`src/rtl/mem_arbiter.sv`:
```
// Arbitrates one single-port memory between instruction fetch and data access.
// Data wins by default; a waiting fetch is granted once STARVE_MAX data grants have gone by.
module mem_arbiter #(
    parameter int unsigned ADDR_W     = 32,
    parameter int unsigned DATA_W     = 32,
    parameter int unsigned STARVE_MAX = 4
) (
    input  logic              clk,
    input  logic              reset,
    input  logic              if_req,
    input  logic [ADDR_W-1:0] if_addr,
    output logic [DATA_W-1:0] if_rdata,
    output logic              if_valid,
    input  logic              dm_req,
    input  logic              dm_we,
    input  logic [ADDR_W-1:0] dm_addr,
    input  logic [DATA_W-1:0] dm_wdata,
    output logic [DATA_W-1:0] dm_rdata,
    output logic              dm_valid,
    output logic              stall_if,
    output logic              stall_m,
    output logic              mem_req,
    output logic              mem_we,
    output logic [ADDR_W-1:0] mem_addr,
    output logic [DATA_W-1:0] mem_wdata,
    input  logic [DATA_W-1:0] mem_rdata,
    input  logic              mem_ack
);

    localparam int unsigned      CNT_W      = $clog2(STARVE_MAX + 1);
    localparam logic [CNT_W-1:0] STARVE_LIM = CNT_W'(STARVE_MAX);

    typedef enum logic [1:0] {StIdle, StIfBusy, StDmBusy} state_e;

    state_e           state_q, state_d;
    logic [CNT_W-1:0] starve_cnt;
    logic             grant_dm, grant_if, done_if, done_dm;

    always_comb begin
        state_d  = state_q;
        grant_dm = 1'b0;
        grant_if = 1'b0;
        done_if  = (state_q == StIfBusy) && mem_ack;
        done_dm  = (state_q == StDmBusy) && mem_ack;
        case (state_q)
            StIdle: begin
                // Acks seen here are stray and deliberately ignored.
                grant_dm = dm_req && !(if_req && (starve_cnt == STARVE_LIM));
                grant_if = if_req && !grant_dm;
                if (grant_dm) begin
                    state_d = StDmBusy;
                end else if (grant_if) begin
                    state_d = StIfBusy;
                end
            end
            StIfBusy, StDmBusy: begin
                if (mem_ack) begin
                    state_d = StIdle;
                end
            end
            default: state_d = StIdle;
        endcase
    end

    always_ff @(posedge clk) begin
        if (reset) begin
            state_q    <= StIdle;
            mem_req    <= 1'b0;
            mem_we     <= 1'b0;
            mem_addr   <= '0;
            mem_wdata  <= '0;
            if_valid   <= 1'b0;
            dm_valid   <= 1'b0;
            if_rdata   <= '0;
            dm_rdata   <= '0;
            starve_cnt <= '0;
        end else begin
            state_q  <= state_d;
            if_valid <= done_if;
            dm_valid <= done_dm;

            if (grant_dm) begin
                mem_req   <= 1'b1;
                mem_we    <= dm_we;
                mem_addr  <= dm_addr;
                mem_wdata <= dm_wdata;
            end else if (grant_if) begin
                mem_req  <= 1'b1;
                mem_we   <= 1'b0;
                mem_addr <= if_addr;
            end else if (done_if || done_dm) begin
                mem_req <= 1'b0;
            end

            if (done_if) begin
                if_rdata <= mem_rdata;
            end
            if (done_dm && !mem_we) begin
                dm_rdata <= mem_rdata;
            end

            if (!if_req || grant_if) begin
                starve_cnt <= '0;
            end else if (grant_dm && (starve_cnt != STARVE_LIM)) begin
                starve_cnt <= starve_cnt + 1'b1;
            end
        end
    end

    assign stall_if = if_req & ~if_valid;
    assign stall_m  = dm_req & ~dm_valid;

endmodule

```
`config.mk`:
```
export PLATFORM = sky130hd
export DESIGN_NAME = mem_arbiter
export DESIGN_NICKNAME = d
export VERILOG_FILES = /design/src/rtl/mem_arbiter.sv
export SDC_FILE = /design/constraint.sdc
export NUM_CORES = 1
export LEC_CHECK = 0
export ABC_AREA = 1
export BUFFER_PORTS_ARGS = -buffer_cell sky130_fd_sc_hd__buf_2
export CAP_MARGIN = 20
export CELL_PAD_IN_SITES_DETAIL_PLACEMENT = 1
export CELL_PAD_IN_SITES_GLOBAL_PLACEMENT = 1
export CORE_UTILIZATION = 31
export CTS_BUF_LIST = sky130_fd_sc_hd__clkbuf_16
export DETAILED_ROUTE_END_ITERATION = 6
export PLACE_DENSITY = 0.77
export SYNTH_ARGS = -nofsm -noshare
export SYNTH_HDL_FRONTEND = slang
export SYNTH_SLANG_ARGS = --single-unit
```
`constraint.sdc`:
```
create_clock -name clk -period 1.8 [get_ports clk]
set_input_delay 0.18 -clock clk [delete_from_list [all_inputs] [get_ports clk]]
set_output_delay 0.18 -clock clk [all_outputs]
set_load 0.01 [all_outputs]
```
==> results.json <==
{
  "chipHeight_um": 135,
  "core_area_um2": 17200,
  "final_layout_size_suffix_gt1_frac": 0.314,
  "totalWireLength_mm": 19.0,
  "first_global_vias": 6067,
  "grt_met2_usage": 0.375,
  "gp_congestion": 0.776,
  "clock_sink_count": 137,
  "die_w_um": 135,
  "post-synth-top-count-cell": "nand2_1",
  "area_delta_synth_final_pct": 48.9,
  "timing.max_cap.violations": 0,
  "fmax_mhz": 619,
  "pins_over_slew_limit": 0,
  "leakage_uw": 0.00417,
  "ys_ff_latch": 137,
  "dr_total_vias": 5955,
  "timing.critical_path.required_ns": 2.13,
  "worst_vdd_drop_mv": 0.608,
  "filler_cell_count": 2187,
  "synth-edff-count": 0,
  "synth_ff_type": "dfxtp_1",
  "nets": 1165,
  "antenna_left": 0,
  "synth.avg_cell_area_um2": 7.49,
  "outcome": "finished clean",
  "grt_use_met3": 0.0548,
  "path_clk_slew_ns": 0.07,
  "path_class": "reg2reg",
  "timing.clock.skew_ns": 0.00614,
  "number_of_iterations_in_the_first_detailed_routing_pass": 4,
  "drc": 0,
  "postCtsSetupRepairBufs": 0,
  "cts_htree_levels": 4,
  "grt_max_degree": 51,
  "post_synthesis_cell_type_with_the_largest_combined_area": "dfxtp_1",
  "detailed_place.area_um2": 7080,
  "wl_per_cell_um": 15.0,
  "utilization": 0.471,
  "post_synth_main_area_contributors": "dfxtp_1, nand2_1, nor2_1, o21ai_0, o21a_1",
  "yosys_top_cell_area_share": 0.503,
  "cts_made_buffers": 17,
  "cp-end-kind": "flop",
  "report.final.hold_viol_count": 0,
  "floorplan.io_pins": 268,
  "synth-warning-count": 0,
  "antenna_cells": 0,
  "asyncSetResetFlopFracSynth": 0,
  "tns_ns": 0,
  "final_design_area_no_fill_um2": 8120,
  "clock-root-buffer": "clkbuf_16",
  "avgViaCountPerCell": 4.71,
  "netlist_top_cells_count": "nand2_1, dfxtp_1, nor2_1",
  "tightest_slew_ns": 0.417,
  "synth.cell_area_um2": 5460,
  "use_met1": 0.239,
  "tritoncts": "built",
  "timing.final.crit_share": 0.898,
  "numPortBuffers": 267,
  "path_max_fanout": 32,
  "setup_repair_after_global_routing_missed_its_margin": "no",
  "final_period_minus_worst_setup_slack_ns": 1.62,
  "syn-num-nets": 867,
  "worst_hold_path_type": "in2reg",
  "slew_headroom": 0.722,
  "cp_launch_type": "flop",
  "cts.path.max_buffers": 2,
  "netlist_instances": 728,
  "clock_latency_of_the_later_clocked_register_in_the_worst_skew_pair_ns": 0.42,
  "power-per-cell-area_nw_per_um2": 1050,
  "groute.usage.overall": 0.209,
  "finalSetupViolCount": 0,
  "drtIter0Drc": 217,
  "design.die.area_um2": 18100,
  "synthDistinctLibCells": 20,
  "antenna_found_initial": 1,
  "start_util": 0.316,
  "first_pass_grt_wire_length_mm": 30.0,
  "core.rowCount": 48,
  "seq_area_frac_synth": 0.503,
  "grt_most_used_layer": "met2",
  "detailed_place_hpwl_mm": 12.8,
  "timing.critical_path.arrival_ns": 1.94,
  "grt-ovfl-total": 0
}
## timing repair
action	in CTS	in global routing
setup endpoints to repair	0	1
hold endpoints to repair	42	1
hold buffers	42	1
resized for setup	0	1
## registers in the layout, indices dropped and copies added, names as in the netlist
register    flops
dm_rdata       32
starve_cnt      3
if_rdata       32
mem_wdata      32
state_q         2
dm_valid        1
mem_req         1
mem_addr       32
if_valid        1
mem_we          1
## routing by layer
metal / up-vias / routed length [um]
met1: 2782 / 8010
met3: 31 / 1020
met2: 191 / 9540
met4: 2 / 371
li1: 2949 / -
met5: - / 13
## through the flow
stage	total power (uW)	setup slack [ns]	instances	hold slack, ns
global route	8910	0.0874	1264	0.00348
CTS	8600	0.213	1263	0.000183
floorplan	4200	0.288	728	0.315
finish	8500	0.183	1264	0.0166
global placement	4800	0.301	1189	0.419
detailed placement	4830	0.236	1189	0.427
## power breakdown
part,internal [uW],total [uW],switching [uW]
Sequential,3260,3380,114
Combinational,635,1460,821
Clock,2210,3660,1450
## logic make-up after synthesis
logic type                 Yosys count  synth area share
adders and majority gates            5            0.0115
xor gates and xnor gates             1           0.00161
buffers and inverters               98            0.0773
AOI/OAI and AO/OA                  136             0.139
and+or+nand+nor                    351             0.267
DFF                                137             0.503
## path summary, 6_finish.rpt
check	start	endpoint	slack [ns]	cells past startpoint
worst min-delay path	mem_rdata[1]	dm_rdata[1]	0.02	3
worst max-delay path	starve_cnt[0]	mem_wdata[5]	0.18	7
worst min register to register	mem_wdata[30]	mem_wdata[30]	0.47	2
worst max register to register	starve_cnt[0]	mem_wdata[5]	0.18	7
## critical path: stages, from the launching register on
cell and delay, ns:
dfxtp_1 0.32, inv_1 0.08, ha_1 0.20, nand3_2 0.13
nand3_2 0.15, buf_6 0.26, nand2_1 0.14, a21oi_1 0.24
## area by class of cell
type	instances	area, um2	area share
Clock buffer	17	425	0.0524
Clock inverter	15	188	0.0231
Inverter	45	169	0.0208
Multi-Input combinational cell	493	2290	0.282
Sequential cell	137	2740	0.338
Tap cell	225	282	0.0347
Timing Repair Buffer	332	2020	0.249
## placed cells by master (no fill, tap or decap), types with 4 or more instances in the layout
cell / netlist / final
nand2_1: 146 / 146
clkbuf_16: 0 / 17
o21a_1: 32 / 32
nor2_1: 134 / 133
clkinvlp_4: 0 / 4
inv_6: 0 / 6
dfxtp_1: 137 / 137
dlygate4sd3_1: 0 / 43
inv_1: 42 / 42
ha_1: 5 / 5
nand3_1: 35 / 35
buf_2: 10 / 267
o21ai_0: 64 / 64
buf_4: 1 / 14
nand4_1: 34 / 34
buf_12: 0 / 7
a21oi_1: 39 / 39
Note: power is estimated with default switching activity, not from simulation.
